$ cat src/rtl/pwm_multi_ctrl_pkg.sv
// Shared types and helpers for the multi-channel PWM controller.
// Duty arithmetic is width-generic so every channel width can reuse it.
package pwm_pkg;

    localparam int unsigned DUTY_W_DEFAULT = 8;
    localparam int unsigned PERIOD         = 2 ** DUTY_W_DEFAULT;

    typedef enum logic [1:0] {
        OP_HOLD = 2'd0,
        OP_UP   = 2'd1,
        OP_DN   = 2'd2
    } duty_op_e;

    // Ceiling log2, never below 1 so a single channel still gets a select bit.
    function automatic int unsigned clog2(input int unsigned n);
        int unsigned w;
        w = 0;
        while ((32'd1 << w) < n) w++;
        return (w == 0) ? 1 : w;
    endfunction

    // One extra bit above the duty width catches the carry or borrow before masking.
    function automatic logic [31:0] sat_add(input logic [31:0]  a,
                                            input logic [31:0]  step,
                                            input logic         sub,
                                            input int unsigned  width,
                                            input bit           saturate);
        logic [32:0] max_v;
        logic [32:0] r;
        max_v = (33'd1 << width) - 33'd1;
        if (sub) begin
            r = {1'b0, a} - {1'b0, step};
            if (saturate && (step > a)) r = '0;
        end else begin
            r = {1'b0, a} + {1'b0, step};
            if (saturate && (r > max_v)) r = max_v;
        end
        return 32'(r & max_v);
    endfunction

endpackage

$ cat src/rtl/pwm_multi_ctrl_if.sv
// Control/status bundle between the user-input side and the PWM controller.
interface pwm_multi_ctrl_if
    import pwm_pkg::*;
#(
    parameter int unsigned CHANNELS = 4,
    parameter int unsigned DUTY_W   = 8
);
    localparam int unsigned SEL_W = clog2(CHANNELS);

    logic                up_pulse;
    logic                dn_pulse;
    logic                sel_next;
    logic [CHANNELS-1:0] pwm_out;
    logic                pwm_tick;
    logic                period_start;
    logic [SEL_W-1:0]    sel;
    logic [DUTY_W-1:0]   sel_duty;

    modport master (
        output up_pulse, dn_pulse, sel_next,
        input  pwm_out, pwm_tick, period_start, sel, sel_duty
    );

    modport slave (
        input  up_pulse, dn_pulse, sel_next,
        output pwm_out, pwm_tick, period_start, sel, sel_duty
    );

endinterface

$ cat src/rtl/pwm_multi_ctrl_channel.sv
// One PWM channel: requested duty, period-aligned shadow copy and registered compare.
module pwm_channel
    import pwm_pkg::*;
#(
    parameter int unsigned DUTY_W   = 8,
    parameter int unsigned STEP     = 5,
    parameter int unsigned SATURATE = 1
) (
    input  logic              CLK,
    input  logic              RESET_N,
    input  duty_op_e          op,
    input  logic              load,
    input  logic [DUTY_W-1:0] counter,
    output logic [DUTY_W-1:0] duty,
    output logic              pwm
);

    logic [DUTY_W-1:0] shadow;
    logic [DUTY_W-1:0] duty_next;

    always_comb begin
        duty_next = DUTY_W'(sat_add(32'(duty), 32'(STEP), op == OP_DN, DUTY_W, SATURATE != 0));
    end

    // The shadow only follows duty at the wrap, so a period never mixes two duty values.
    always_ff @(posedge CLK or negedge RESET_N) begin
        if (!RESET_N) begin
            duty   <= '0;
            shadow <= '0;
            pwm    <= 1'b0;
        end else begin
            if (op != OP_HOLD) duty <= duty_next;
            if (load)          shadow <= duty;
            pwm <= (counter < shadow);
        end
    end

endmodule

$ cat src/rtl/pwm_multi_ctrl.sv
// Multi-channel PWM generator: prescaler, shared period counter, channel select
// and per-channel duty stepping driven by one-cycle user pulses.
module pwm_multi_ctrl
    import pwm_pkg::*;
#(
    parameter int unsigned CHANNELS   = 4,
    parameter int unsigned DUTY_W     = DUTY_W_DEFAULT,
    parameter int unsigned PRESCALE_W = 7,
    parameter int unsigned STEP       = 5,
    parameter int unsigned SATURATE   = 1
) (
    input  logic            CLK,
    input  logic            RESET_N,
    pwm_multi_ctrl_if.slave bus
);

    localparam int unsigned SEL_W = clog2(CHANNELS);

    logic [PRESCALE_W-1:0] presc;
    logic [DUTY_W-1:0]     counter;
    logic                  pwm_tick_q;
    logic                  period_start_q;
    logic [SEL_W-1:0]      sel_q;
    logic [DUTY_W-1:0]     sel_duty_c;
    duty_op_e              req_op;
    duty_op_e              ch_op   [CHANNELS];
    logic [DUTY_W-1:0]     ch_duty [CHANNELS];
    logic [CHANNELS-1:0]   ch_pwm;

    // period_start is decided one cycle early, together with pwm_tick, so it
    // coincides with the tick that takes the counter from all-ones to zero.
    always_ff @(posedge CLK or negedge RESET_N) begin
        if (!RESET_N) begin
            presc          <= '0;
            pwm_tick_q     <= 1'b0;
            period_start_q <= 1'b0;
            counter        <= '0;
        end else begin
            presc          <= presc + PRESCALE_W'(1);
            pwm_tick_q     <= &presc;
            period_start_q <= (&presc) && (&counter);
            if (pwm_tick_q) counter <= counter + DUTY_W'(1);
        end
    end

    always_ff @(posedge CLK or negedge RESET_N) begin
        if (!RESET_N) begin
            sel_q <= '0;
        end else if (bus.sel_next) begin
            sel_q <= (sel_q == SEL_W'(CHANNELS - 1)) ? '0 : sel_q + SEL_W'(1);
        end
    end

    always_comb begin
        req_op = OP_HOLD;
        if (bus.up_pulse && !bus.dn_pulse) req_op = OP_UP;
        if (bus.dn_pulse && !bus.up_pulse) req_op = OP_DN;
    end

    // Decode against the pre-advance select so a coincident sel_next hits the old channel.
    for (genvar i = 0; i < CHANNELS; i++) begin : g_ch
        assign ch_op[i] = (sel_q == SEL_W'(i)) ? req_op : OP_HOLD;

        pwm_channel #(
            .DUTY_W   (DUTY_W),
            .STEP     (STEP),
            .SATURATE (SATURATE)
        ) u_ch (
            .CLK     (CLK),
            .RESET_N (RESET_N),
            .op      (ch_op[i]),
            .load    (period_start_q),
            .counter (counter),
            .duty    (ch_duty[i]),
            .pwm     (ch_pwm[i])
        );
    end

    always_comb begin
        sel_duty_c = '0;
        for (int unsigned i = 0; i < CHANNELS; i++) begin
            if (sel_q == SEL_W'(i)) sel_duty_c = ch_duty[i];
        end
    end

    assign bus.pwm_out      = ch_pwm;
    assign bus.pwm_tick     = pwm_tick_q;
    assign bus.period_start = period_start_q;
    assign bus.sel          = sel_q;
    assign bus.sel_duty     = sel_duty_c;

endmodule

$ cat src/flat_wrapper.sv
// flat-port wrapper written by rule: the top's interface ports become plain ports
module pwm_multi_ctrl_flat import pwm_pkg::*;
#(
    parameter int unsigned CHANNELS   = 4,
    parameter int unsigned DUTY_W     = DUTY_W_DEFAULT,
    parameter int unsigned PRESCALE_W = 7,
    parameter int unsigned STEP       = 5,
    parameter int unsigned SATURATE   = 1
)
  (CLK, RESET_N, bus_up_pulse, bus_dn_pulse, bus_sel_next, bus_pwm_out, bus_pwm_tick, bus_period_start, bus_sel, bus_sel_duty);
  pwm_multi_ctrl_if #(.CHANNELS(CHANNELS), .DUTY_W(DUTY_W)) bus_i ();
  input  logic CLK;
  input  logic RESET_N;
  input wire logic [$bits(bus_i.up_pulse)-1:0] bus_up_pulse;
  input wire logic [$bits(bus_i.dn_pulse)-1:0] bus_dn_pulse;
  input wire logic [$bits(bus_i.sel_next)-1:0] bus_sel_next;
  output wire logic [$bits(bus_i.pwm_out)-1:0] bus_pwm_out;
  output wire logic [$bits(bus_i.pwm_tick)-1:0] bus_pwm_tick;
  output wire logic [$bits(bus_i.period_start)-1:0] bus_period_start;
  output wire logic [$bits(bus_i.sel)-1:0] bus_sel;
  output wire logic [$bits(bus_i.sel_duty)-1:0] bus_sel_duty;
  assign bus_i.up_pulse = bus_up_pulse;
  assign bus_i.dn_pulse = bus_dn_pulse;
  assign bus_i.sel_next = bus_sel_next;
  assign bus_pwm_out = bus_i.pwm_out;
  assign bus_pwm_tick = bus_i.pwm_tick;
  assign bus_period_start = bus_i.period_start;
  assign bus_sel = bus_i.sel;
  assign bus_sel_duty = bus_i.sel_duty;
  pwm_multi_ctrl #(.CHANNELS(CHANNELS), .DUTY_W(DUTY_W), .PRESCALE_W(PRESCALE_W), .STEP(STEP), .SATURATE(SATURATE)) u_core (.CLK(CLK), .RESET_N(RESET_N), .bus(bus_i));
endmodule
$ cat config.mk
export PLATFORM = sky130hd
export DESIGN_NAME = pwm_multi_ctrl_flat
export DESIGN_NICKNAME = d
export VERILOG_FILES = /design/src/rtl/pwm_multi_ctrl_pkg.sv /design/src/rtl/pwm_multi_ctrl_if.sv /design/src/rtl/pwm_multi_ctrl_channel.sv /design/src/rtl/pwm_multi_ctrl.sv /design/src/flat_wrapper.sv
export SDC_FILE = /design/constraint.sdc
export NUM_CORES = 1
export LEC_CHECK = 0
export CAP_MARGIN = 20
export CORE_MARGIN = 10
export CORE_UTILIZATION = 55
export CTS_CLUSTER_DIAMETER = 80
export DETAILED_ROUTE_END_ITERATION = 7
export DONT_BUFFER_PORTS = 1
export GPL_TIMING_DRIVEN = 1
export HOLD_SLACK_MARGIN = 0.02
export PLACE_DENSITY = 0.7
export SLEW_MARGIN = 25
export SYNTH_ARGS = -nofsm -noshare
export SYNTH_HDL_FRONTEND = slang
export SYNTH_SLANG_ARGS = --single-unit
$ cat constraint.sdc
create_clock -name CLK -period 3.6 [get_ports CLK]
set_clock_uncertainty 0.1 [all_clocks]
set_input_delay 0.72 -clock CLK [delete_from_list [all_inputs] [get_ports CLK]]
set_output_delay 0.72 -clock CLK [all_outputs]
set_load 0.005 [all_outputs]
[Yosys cells after proc, flatten, opt, wreduce, memory -nomap -nowiden]
Cells that the tools add are included.
Word-level totals
  input bits: 5
  bits in registers: 87
  logic and storage cells: 82
Cells by class
  equality and inequality tests: 7
  muxes and demuxes: 23
  $lt $le $gt $ge: 12
  reduce and logical (&&, ||, !) cells: 12
  add/sub/neg operators: 11
Operators with widths (number)
  2-to-1 mux 8 bit: 16
  adder 8 x 3 -> 9 bit (second input constant): 4
  > comparator 9 x 8 -> 1 bit (second input constant): 4
  > comparator 3 x 8 -> 1 bit (first input constant): 4
  less-than comparator 8 bit: 4
  subtractor 8 x 3 -> 8 bit (second input constant): 4
  == test 2 bit (second input constant): 6
  2-to-1 mux 2 bit: 6
  adder 8 x 1 -> 8 bit (second input constant): 1
  AND reduction 8 bit: 1
  nonzero test 2 bit: 4
  adder 7 x 1 -> 7 bit (second input constant): 1
  AND reduction 7 bit: 1
  logical AND 1 bit: 3
  adder 2 x 1 -> 2 bit (second input constant): 1
  == test 2 x 1 -> 1 bit (second input constant): 1
  zero test 1 bit: 2
  zero test 2 bit: 1
  2-to-1 mux 1 bit: 1

[Depth between registers and ports, before layout]
Gate-level depths: netlist of run 1.
  depth in word-level cells: 7
  depth in mapped cells: 9
  depth with buffers taken out: 8

[Cells and area by module]
A second synthesis of run 1 with hierarchy kept.
Unflattened totals
  cells, all modules: 629
  area total of the unflattened synthesis: 5582.9 um^2
Modules (own cells, without submodules)
  pwm_channel: cells each 129, instances 4, area each 1116.1 um^2, sequential area each 425.4 um^2
  pwm_multi_ctrl: cells each 113, instances 1, area each 1118.6 um^2, sequential area each 475.5 um^2

[Least setup slack after synthesis of run 1]
OpenSTA, ideal clock, no wires.
  path kind: register to output
  from: reg u_core.sel_q[1], in the netlist u_core.bus.sel[1]
  to: out bus_sel_duty[3]
  data required time: 2.780 ns
  cell stages (with the launch flop): 10
  arrival: 1.606 ns
  setup slack: 1.174 ns
  path through: dfrtp_1 inv_1 ha_1 clkbuf_1 clkbuf_1 nor2_1 a21oi_1 nor2_1 a21oi_1 o21ai_0
Between the ends
  longest elaborated chain between the ends: 5
  elaborated cells on any way between the ends: 8
  classes of those cells: eq/ne (3); mux (4); reduce/logical (1)
Ends and longest elaborated chain
  start: declaration: line pwm_multi_ctrl.sv:23  | logic [SEL_W-1:0] sel_q;
  start signal: assignment: line pwm_multi_ctrl.sv:50  | sel_q <= (sel_q == SEL_W'(CHANNELS - 1)) ? '0 : sel_q + SEL_W'(1);
  zero test 2 bit: line pwm_multi_ctrl.sv:82  | if (sel_q == SEL_W'(i)) sel_duty_c = ch_duty[i];
  2-to-1 mux 8 bit (3 in a row): line pwm_multi_ctrl.sv:82
  2-to-1 mux 8 bit *: line pwm_multi_ctrl.sv:82
  end: declaration: line flat_wrapper.sv:21  | output wire logic [$bits(bus_i.sel_duty)-1:0] bus_sel_duty;
Every way passes the cells marked *; elsewhere a longest branch is shown, timed or not.

[Final worst setup path of run 1]
  from: reg u_core.sel_q[1], in the netlist u_core.bus.sel[1]
  to: out bus_sel_duty[1]
Same word-level chain as after synthesis.

==> results.json, run 1 <==
{
  "finalWirelength_um": 15900,
  "global_route_wire_length_before_repair_um": 26000,
  "finalInstanceArea_mm2": 0.00658,
  "clock_buffer_depth": 2,
  "yosys_warnings": 0,
  "clk_pin_slew_ns": 0.07,
  "synth_top_family_by_area": "compound AO/OA/AOI/OAI gates",
  "critical_path_class": "reg -> out",
  "grt_antenna_before_repair": 0,
  "ant_nets": 0,
  "area_growth_syn_to_layout_pct": 4.29,
  "clock_latency_ns": 0.35,
  "cp-start-kind": "flip-flop",
  "clk_root_buffer_cell": "sky130_fd_sc_hd__clkbuf_16",
  "detail_route.iter0.violations": 513,
  "synth-seq-cells": 87,
  "outcome": "finished, final reports clean",
  "vdd_drop_max_mv": 0.379,
  "total_number_of_clock_tree_sinks": 87,
  "layout_cells_sized_above_1_pct": 4.44,
  "drt-vias-per-instance": 6.33,
  "coreArea_mm2": 0.0113,
  "dr_total_vias": 5605,
  "synthSimpleGateAreaFrac_pct": 19.5,
  "timing.critical_path.slowest_cell_delay_ns": 0.55,
  "synth_fp_nets": 829,
  "dpl_cell_area_mm2": 0.00627,
  "final-max-slew-violation-count": 0,
  "number_of_inserted_diodes": 0,
  "design.portCount": 21,
  "hold_viol_final": 0,
  "asyncSetResetFlopFracSynth_pct": 100,
  "mostFrequentLayoutCell": "sky130_fd_sc_hd__nand2_1",
  "drt_first_pass_iters": 5,
  "post_route_setup_tns_ns": 0,
  "drc": 0,
  "fp.dieW_um": 127,
  "min_period_over_period_pct": 81.9,
  "cts_post_setup_buffers_inserted": 0,
  "routed_wirelength_normalized_by_instance_count_um": 17.9,
  "max_cap_violations": 0,
  "grt_max_degree": 88,
  "final_cell_mix": "sky130_fd_sc_hd__nand2_1, sky130_fd_sc_hd__dfrtp_1, sky130_fd_sc_hd__o21ai_0, sky130_fd_sc_hd__nor2_1, sky130_fd_sc_hd__a21oi_1",
  "floorplan.initialDensity_pct": 55.7,
  "grt_overflow_total": 0,
  "worst_setup_path_end_kind": "output pin",
  "routabilityCongestion": 0.904,
  "max_clock_freq_mhz": 339,
  "port-buffer-count": 0,
  "period_minus_slack_ns": 2.95,
  "netlist_instances": 778,
  "synth_cell_type_count": 76,
  "vias_in_the_first_global_route": 5165,
  "tritoncts_clock_tree": "built",
  "power.density_cell_area_mw_per_mm2": 673,
  "hpwlAfterDp_um": 11000,
  "fraction_of_synthesized_cell_area_in_xor_and_xnor_cells_pct": 2.92,
  "synth_top_flop_cell": "sky130_fd_sc_hd__dfrtp_1",
  "n_fill_cell": 1059,
  "cts_resized": 0,
  "final-setup-viol-count": 0,
  "rows": 39,
  "crit_path_max_fanout": 20,
  "max_slew_headroom_at_the_worst_pin_pct": 44.2,
  "cp_common_cell": "sky130_fd_sc_hd__a21oi_1",
  "timing.hold.worst.class": "in -> async",
  "critical_path.slowest_cell": "sky130_fd_sc_hd__ha_1",
  "muxShareOfSynthArea_pct": 1.88,
  "final_net_count": 789,
  "tightest_slew_ns": 0.835,
  "cts-htree-levels": 3,
  "crit_chain": "inv_1 > ha_1 > a21oi_1 > nor2_1 > a21oi_1 > o21ai_0",
  "synth_area_mm2": 0.00631,
  "power.static_leakage_uw": 0.00280,
  "critPathArrivalTime_ns": 2.13,
  "required_ns": 2.78,
  "dieHeight_um": 127,
  "compound_cell_area_share_of_the_yosys_netlist_pct": 25.3,
  "groute.usage.overall_pct": 19.4,
  "die_area_mm2": 0.0161,
  "number_of_buffers_created_by_cts": 9,
  "number_of_enable_flip_flop_cells_after_synthesis": 0,
  "synth_area_per_cell_um2": 8.11,
  "fraction_of_the_yosys_area_taken_by_sequential_cells_pct": 34.5,
  "unrepaired_setup_endpoints_after_global_routing": "false",
  "synth_fa_ha_area_share_pct": 9.13
}
-- cell usage after synthesis, types with 4 or more instances --
cell type / number / area, µm²
sky130_fd_sc_hd__nor2b_1: 6 / 37.5
sky130_fd_sc_hd__nand3_1: 19 / 95.1
sky130_fd_sc_hd__xnor2_1: 12 / 105
sky130_fd_sc_hd__o21ai_0: 71 / 355
sky130_fd_sc_hd__clkbuf_1: 39 / 146
sky130_fd_sc_hd__and3_1: 6 / 37.5
sky130_fd_sc_hd__nor3_1: 10 / 50.1
sky130_fd_sc_hd__inv_1: 45 / 169
sky130_fd_sc_hd__xor2_1: 9 / 78.8
sky130_fd_sc_hd__o21bai_1: 5 / 37.5
sky130_fd_sc_hd__o21ai_1: 22 / 110
sky130_fd_sc_hd__a31oi_1: 14 / 87.6
sky130_fd_sc_hd__mux2_1: 4 / 45.0
sky130_fd_sc_hd__mux2i_1: 4 / 40.0
sky130_fd_sc_hd__a211oi_1: 10 / 75.1
sky130_fd_sc_hd__nand2_1: 95 / 357
sky130_fd_sc_hd__buf_2: 12 / 60.1
sky130_fd_sc_hd__a21o_1: 16 / 120
sky130_fd_sc_hd__and2_1: 12 / 75.1
sky130_fd_sc_hd__dfrtp_1: 87 / 2180
sky130_fd_sc_hd__nand3b_1: 4 / 30.0
sky130_fd_sc_hd__nor2_1: 55 / 206
sky130_fd_sc_hd__ha_1: 46 / 576
sky130_fd_sc_hd__nand2b_1: 12 / 75.1
sky130_fd_sc_hd__a22oi_1: 9 / 67.6
sky130_fd_sc_hd__o22ai_1: 7 / 43.8
sky130_fd_sc_hd__buf_4: 5 / 37.5
sky130_fd_sc_hd__a21oi_1: 54 / 270
sky130_fd_sc_hd__nand4_1: 7 / 43.8
sky130_fd_sc_hd__o31ai_1: 7 / 52.6
-- logic make-up after synthesis --
kind of cell,count (synthesis)
buf+inv,105
xor+xnor,21
flops,87
simple gates,251
compound gates,257
mux,11
fa+ha+maj,46
-- per-stage QoR --
step | std cells | setup slack (ns) | hold slack, ns | power, µW | utilization [%]
floorplan | 778 | 1.17 | 0.324 | 3040 | -
global placement | 869 | 0.909 | 0.329 | 3440 | 55.4
detailed placement | 869 | 0.841 | 0.329 | 3480 | 55.4
CTS | 886 | 0.606 | 0.201 | 4400 | 58.1
global route | 886 | 0.385 | 0.208 | 4750 | 58.1
finish | 886 | 0.653 | 0.181 | 4420 | 58.1
-- worst max-delay path, delay by kind of cell (launching register included) --
family | cells | cell delay (ns)
fa+ha+maj | 1 | 0.55
flops | 1 | 0.43
buf+inv | 1 | 0.12
compound gates | 3 | 0.56
simple gates | 1 | 0.11
-- per-layer routing --
layer	global-route usage [%]	up-vias	share of wire [%]
li1	-	2689	-
met4	8.24	0	2.2
met3	4.01	29	7.4
met2	29.9	213	46
met5	0	-	0
met1	25.8	2674	44
-- sequential cells by signal (all words and copies together) (netlist names) --
name                     flops
u_core.bus.period_start      1
u_core.g_ch.u_ch.duty       32
u_core.g_ch.u_ch.shadow     32
u_core.presc                 7
u_core.bus.pwm_tick          1
u_core.counter               8
u_core.bus.sel               2
u_core.g_ch.u_ch.pwm         4
-- cell type report --
type	instances	area [µm²]	share of cell area, %
Multi-Input combinational cell	586	3700	56.3
Clock inverter	6	45.0	0.685
Timing Repair Buffer	6	65.1	0.989
Clock buffer	10	229	3.48
Inverter	48	180	2.74
Sequential cell	87	2180	33.1
Tap cell	143	179	2.72
-- final timing paths --
| check | startpoint | end | slack (ns) | cells after the start |
|---|---|---|---|---|
| min in group CLK | u_core.presc[6] | u_core.presc[6] | 0.36 | 1 |
| min | RESET_N | u_core.g_ch[1].u_ch.shadow[6] | 0.18 | 1 |
| max | u_core.bus.sel[1] | bus_sel_duty[1] | 0.65 | 6 |
| max in group asynchronous | RESET_N | u_core.g_ch[3].u_ch.shadow[1] | 2.87 | 1 |
| min reg2reg | u_core.presc[6] | u_core.presc[6] | 0.36 | 1 |
| max reg2reg | u_core.g_ch[0].u_ch.duty[0] | u_core.g_ch[0].u_ch.duty[6] | 1.03 | 7 |
-- power breakdown --
part	total (µW)	internal, µW	switching, µW
Clock	887	472	415
Sequential	1720	1130	587
Combinational	1820	727	1090
Total	4420	2330	2100
-- what timing repair did --
item / CTS / global route
endpoints found under the hold margin: 87 / 0
hold buffers: 1 / 0
endpoints found under the setup margin: 0 / 0
Note: power is estimated with default switching activity, not from simulation.
==> run 2, diff against run 1 <==
- clock period: 3.6 -> 3.05 ns (I/O delays scaled with it)
==> run 2 against run 1 <==
Net effect:
- combinational power is 23% higher
- total power is 21% higher
- clock power is 26% higher
- first-iteration DRC count grew 14%
- sequential power grew 15%
- flip-flop and latch count stayed put
- register-to-register slack got worse by 0.47 ns
- utilization up 0.49 points
- wire length is 0.82% higher
- via count increased by 1.5%
- critical path type unchanged
- critical endpoint is now bus_sel_duty[6]
- largest power group unchanged
==> results.json, run 2 (synthesis gave the netlist of run 1 again) <==
{
  "max_slew_headroom_at_the_worst_pin_pct": 57.8,
  "outcome": "finished, final reports clean",
  "dr_total_vias": 5687,
  "dieHeight_um": 127,
  "clock_buffer_depth": 2,
  "crit_path_max_fanout": 20,
  "total_number_of_clock_tree_sinks": 87,
  "cts-htree-levels": 3,
  "globalRouteMet2Util_pct": 30.2,
  "finalWirelength_um": 16000,
  "mostFrequentLayoutCell": "sky130_fd_sc_hd__nand2_1",
  "final-setup-viol-count": 0,
  "groute.usage.overall_pct": 19.7,
  "clk_root_buffer_cell": "sky130_fd_sc_hd__clkbuf_16",
  "design.portCount": 21,
  "hold_viol_final": 0,
  "hpwlAfterDp_um": 11000,
  "drt_first_pass_iters": 5,
  "drc": 0,
  "global_route_wire_length_before_repair_um": 26400,
  "routabilityCongestion": 0.922,
  "worst_setup_path_end_kind": "output pin",
  "final_net_count": 793,
  "globalRouteMet3Util_pct": 3.23,
  "reg.largest.list": "u_core.g_ch.u_ch.duty x32, u_core.g_ch.u_ch.shadow x32, u_core.counter x8",
  "period_minus_slack_ns": 2.88,
  "drt-vias-per-instance": 6.39,
  "fp.dieW_um": 127,
  "vdd_drop_max_mv": 0.494,
  "rows": 39,
  "timing.hold.worst.class": "in -> async",
  "grt_max_usage_layer": "met2",
  "power.static_leakage_uw": 0.00283,
  "cp-start-kind": "flip-flop",
  "grt_antenna_before_repair": 0,
  "area_growth_syn_to_layout_pct": 5.16,
  "number_of_inserted_diodes": 0,
  "max_cap_violations": 0,
  "final-max-slew-violation-count": 0,
  "unrepaired_setup_endpoints_after_global_routing": "false",
  "detail_route.iter0.violations": 584,
  "ant_nets": 0,
  "power.density_cell_area_mw_per_mm2": 804,
  "clock_latency_ns": 0.36,
  "critPathArrivalTime_ns": 2.17,
  "tightest_slew_ns": 0.633,
  "min_period_over_period_pct": 94.4,
  "layout_cells_sized_above_1_pct": 5.22,
  "post_route_setup_tns_ns": 0,
  "cts_post_setup_buffers_inserted": 0,
  "vias_in_the_first_global_route": 5190,
  "max_clock_freq_mhz": 347,
  "required_ns": 2.34,
  "grt_max_degree": 88,
  "floorplan.initialDensity_pct": 55.7,
  "tritoncts_clock_tree": "built",
  "p_total_uw": 5330,
  "port-buffer-count": 0,
  "final_cell_mix": "sky130_fd_sc_hd__nand2_1, sky130_fd_sc_hd__dfrtp_1, sky130_fd_sc_hd__o21ai_0, sky130_fd_sc_hd__nor2_1, sky130_fd_sc_hd__a21oi_1",
  "routed_wirelength_normalized_by_instance_count_um": 18.0,
  "grt_use_met1_pct": 26.2,
  "grt_overflow_total": 0,
  "number_of_buffers_created_by_cts": 9,
  "clk_pin_slew_ns": 0.07,
  "die_area_mm2": 0.0161,
  "coreArea_mm2": 0.0113,
  "critical_path_class": "reg -> out"
}
==> run 2: cell type report <==
type	count	area [µm²]
clock buffers	9	225
well taps	143	179
multi-input cells	586	3700
fillers	1048	4690
flip-flops and latches	87	2180
inverters	48	180
clock inverters	7	71.3
repair buffers	10	95.1
==> run 2: what timing repair did <==
action	4_1_cts	5_1_grt
hold buffers	1	0
setup endpoints to repair	0	3
hold endpoints to repair	87	0
gates resized for setup	0	1
==> run 2: through the flow <==
| step | area [µm²] | worst slack [ns] | hold WS (ns) | instances | util (%) |
|---|---|---|---|---|---|
| after floorplan | 6310 | 0.734 | 0.214 | 778 | - |
| after global placement | 6300 | 0.513 | 0.220 | 873 | 55.7 |
| after detailed placement | 6300 | 0.485 | 0.219 | 873 | 55.7 |
| after CTS | 6630 | 0.0884 | 0.0772 | 890 | 58.6 |
| after global routing | 6630 | 0.0631 | 0.0956 | 890 | 58.6 |
| final | 6630 | 0.170 | 0.0678 | 890 | 58.6 |
==> run 2: report_power, final <==
group | switching, µW | internal (µW) | total (µW)
Clock | 540 | 581 | 1120
Combinational | 1340 | 887 | 2230
Sequential | 649 | 1330 | 1980
Total | 2530 | 2800 | 5330
==> run 2: worst paths after layout <==
kind                                        startpoint                          end  slack [ns]  cells after the start
min reg2reg                            u_core.presc[5]              u_core.presc[5]        0.37                      1
max in group asynchronous                      RESET_N  u_core.g_ch[3].u_ch.duty[7]        2.45                      1
min in group CLK                          bus_sel_next            u_core.bus.sel[1]        0.24                      1
max                                  u_core.bus.sel[1]              bus_sel_duty[6]        0.17                      6
min                                            RESET_N            u_core.counter[3]        0.07                      1
max reg2reg                u_core.g_ch[2].u_ch.duty[0]  u_core.g_ch[2].u_ch.duty[3]        0.56                      8
==> run 2: worst max-delay path: stages, from the launching register on <==
cell	delay, ns
sky130_fd_sc_hd__dfrtp_1	0.43
sky130_fd_sc_hd__inv_1	0.12
sky130_fd_sc_hd__ha_1	0.57
sky130_fd_sc_hd__a21oi_1	0.13
sky130_fd_sc_hd__nor2_1	0.11
sky130_fd_sc_hd__a21oi_1	0.04
sky130_fd_sc_hd__o21ai_0	0.40
==> run 2: metal layers <==
layer / vias to the layer above / routed length (µm)
li1: 2697 / -
met1: 2702 / 7130
met2: 253 / 7420
met3: 35 / 1030
met4: 0 / 449
met5: - / 0
==> run 3, diff against run 2 <==
- PLACE_DENSITY: 0.7 -> 0.72
==> run 3 against run 2 <==
Net effect:
- cell count increased by 0.45%
- highest routed layer unchanged
- count of clock-buffer cells in the layout rose by 1
- final area grew 1.3%
- largest power group unchanged
- clock power up 17%
- critical path type unchanged
- register-to-register slack worse by 0.06 ns
==> results.json, run 3 (synthesis gave the netlist of run 1 again) <==
{
  "required_ns": 2.34,
  "clock_buffer_depth": 2,
  "port-buffer-count": 0,
  "final_net_count": 797,
  "drt_first_pass_iters": 5,
  "clock_latency_ns": 0.34,
  "max_clock_freq_mhz": 361,
  "layout_setup_ws_ns": 0.279,
  "cts_post_setup_buffers_inserted": 0,
  "final-setup-viol-count": 0,
  "critical_path.reg2reg.startpoint": "u_core.g_ch[0].u_ch.duty[1]",
  "critPathArrivalTime_ns": 2.06,
  "floorplan.initialDensity_pct": 55.7,
  "final-max-slew-violation-count": 0,
  "drc": 0,
  "power_switching_share_pct": 44.8,
  "number_of_buffers_created_by_cts": 9,
  "fp.dieW_um": 127,
  "power.share.clock_pct": 23.5,
  "power.static_leakage_uw": 0.00287,
  "cts-htree-levels": 3,
  "power.density_cell_area_mw_per_mm2": 829,
  "outcome": "finished, final reports clean",
  "critical_path_class": "reg -> out",
  "clk_pin_slew_ns": 0.07,
  "grt_antenna_before_repair": 0,
  "routed_wirelength_normalized_by_instance_count_um": 18.0,
  "cts_resized": 0,
  "vias_in_the_first_global_route": 5318,
  "mostFrequentLayoutCell": "sky130_fd_sc_hd__nand2_1",
  "design.portCount": 21,
  "dr_total_vias": 5668,
  "timing.hold.worst.class": "in -> async",
  "drt-vias-per-instance": 6.34,
  "global_route_wire_length_before_repair_um": 26700,
  "period_minus_slack_ns": 2.77,
  "die_area_mm2": 0.0161,
  "max_cap_violations": 0,
  "final_cell_mix": "sky130_fd_sc_hd__nand2_1, sky130_fd_sc_hd__dfrtp_1, sky130_fd_sc_hd__o21ai_0, sky130_fd_sc_hd__nor2_1, sky130_fd_sc_hd__a21oi_1",
  "detailedPlace.worstSlack_ns": 0.554,
  "critical_path.slowest_cell": "sky130_fd_sc_hd__ha_1",
  "tightest_slew_ns": 0.630,
  "crit_path_max_fanout": 20,
  "timing.critical_path.slowest_cell_delay_ns": 0.56,
  "area_growth_syn_to_layout_pct": 6.53,
  "pwr-share-comb_pct": 41.8,
  "tritoncts_clock_tree": "built",
  "timing.critical_path.buf_inv": 1,
  "number_of_inserted_diodes": 0,
  "detail_route.iter0.violations": 632,
  "crit_chain": "inv_1 > ha_1 > nor2_1 > a21oi_1 > nor2_1 > a21oi_1 > o21ai_0",
  "reg.largest.list": "u_core.g_ch.u_ch.duty x32, u_core.g_ch.u_ch.shadow x32, u_core.counter x8",
  "coreArea_mm2": 0.0113,
  "post_route_setup_tns_ns": 0,
  "worst_setup_path_end_kind": "output pin",
  "cp-startpoint": "u_core.bus.sel[1]",
  "sequentialPowerShare_pct": 34.7,
  "clk_root_buffer_cell": "sky130_fd_sc_hd__clkbuf_16",
  "finalWirelength_um": 16100,
  "grt_max_degree": 88,
  "rows": 39,
  "min_period_over_period_pct": 90.8,
  "path_delay_family": "adder cells",
  "hold_viol_final": 0,
  "vdd_drop_max_mv": 0.658,
  "intPower_uw": 3080,
  "grt_overflow_total": 0,
  "groute.usage.overall_pct": 19.6,
  "hpwlAfterDp_um": 11200,
  "unrepaired_setup_endpoints_after_global_routing": "false",
  "dieHeight_um": 127,
  "ant_nets": 0,
  "routabilityCongestion": 0.968,
  "total_number_of_clock_tree_sinks": 87,
  "cp-start-kind": "flip-flop",
  "p_sw_uw": 2490,
  "max_slew_headroom_at_the_worst_pin_pct": 58.0,
  "layout_cells_sized_above_1_pct": 5.59
}
==> run 3: cell types whose count changed in the layout (fill, tap and decap cells not counted), sizes merged <==
cell	change
buf	+4
bufinv	+3
inv	-4
clkbuf	+1
==> run 3: routing by layer <==
metal | up-vias | routed length [µm] | part of all wire, % | track usage, %
met3 | 27 | 922 | 5.7 | 3.31
met4 | 0 | 346 | 2.2 | 7.23
li1 | 2700 | - | - | -
met1 | 2721 | 7330 | 46 | 26.3
met5 | - | 0 | 0 | 0
met2 | 220 | 7470 | 46 | 30.9
==> run 3: power groups by stage <==
stage	Combinational [µW]	Sequential, µW	Clock, µW
floorplan	2090	1500	0
global placement	2190	1900	0
detailed placement	2250	1920	0
CTS	2290	1900	1330
global route	2600	1980	1380
finish	2330	1930	1310
==> run 3: stage by stage <==
stage	hold WS, ns	utilization [%]	area [µm²]	instances	total power (µW)
2_1_floorplan	0.214	-	6310	778	3590
3_3_place_gp	0.220	56.0	6330	877	4100
3_5_place_dp	0.220	56.0	6330	877	4170
4_1_cts	0.0975	59.3	6720	894	5520
5_1_grt	0.102	59.3	6720	894	5960
6_report	0.0681	59.3	6720	894	5570
==> run 3: cell type report <==
cell class,instances,area (µm²)
flip-flops and latches,87,2180
fillers,1005,4600
well taps,143,179
repair buffers,14,125
clock inverters,6,116
clock buffers,10,239
multi-input cells,586,3700
inverters,48,180
==> run 3: worst paths after layout <==
path,slack [ns],endpoint,cells after the start
min reg2reg,0.36,u_core.presc[6],1
max,0.28,bus_sel_duty[2],7
max in group asynchronous,2.42,u_core.g_ch[1].u_ch.duty[3],1
min in group CLK,0.26,u_core.bus.sel[1],1
min,0.07,u_core.g_ch[1].u_ch.shadow[7],1
max reg2reg,0.50,u_core.g_ch[0].u_ch.duty[6],7
==> run 3: repair_timing <==
action / in CTS / in global routing
endpoints found under the setup margin: 0 / 0
hold endpoints to repair: 87 / 0
hold buffers: 1 / 0
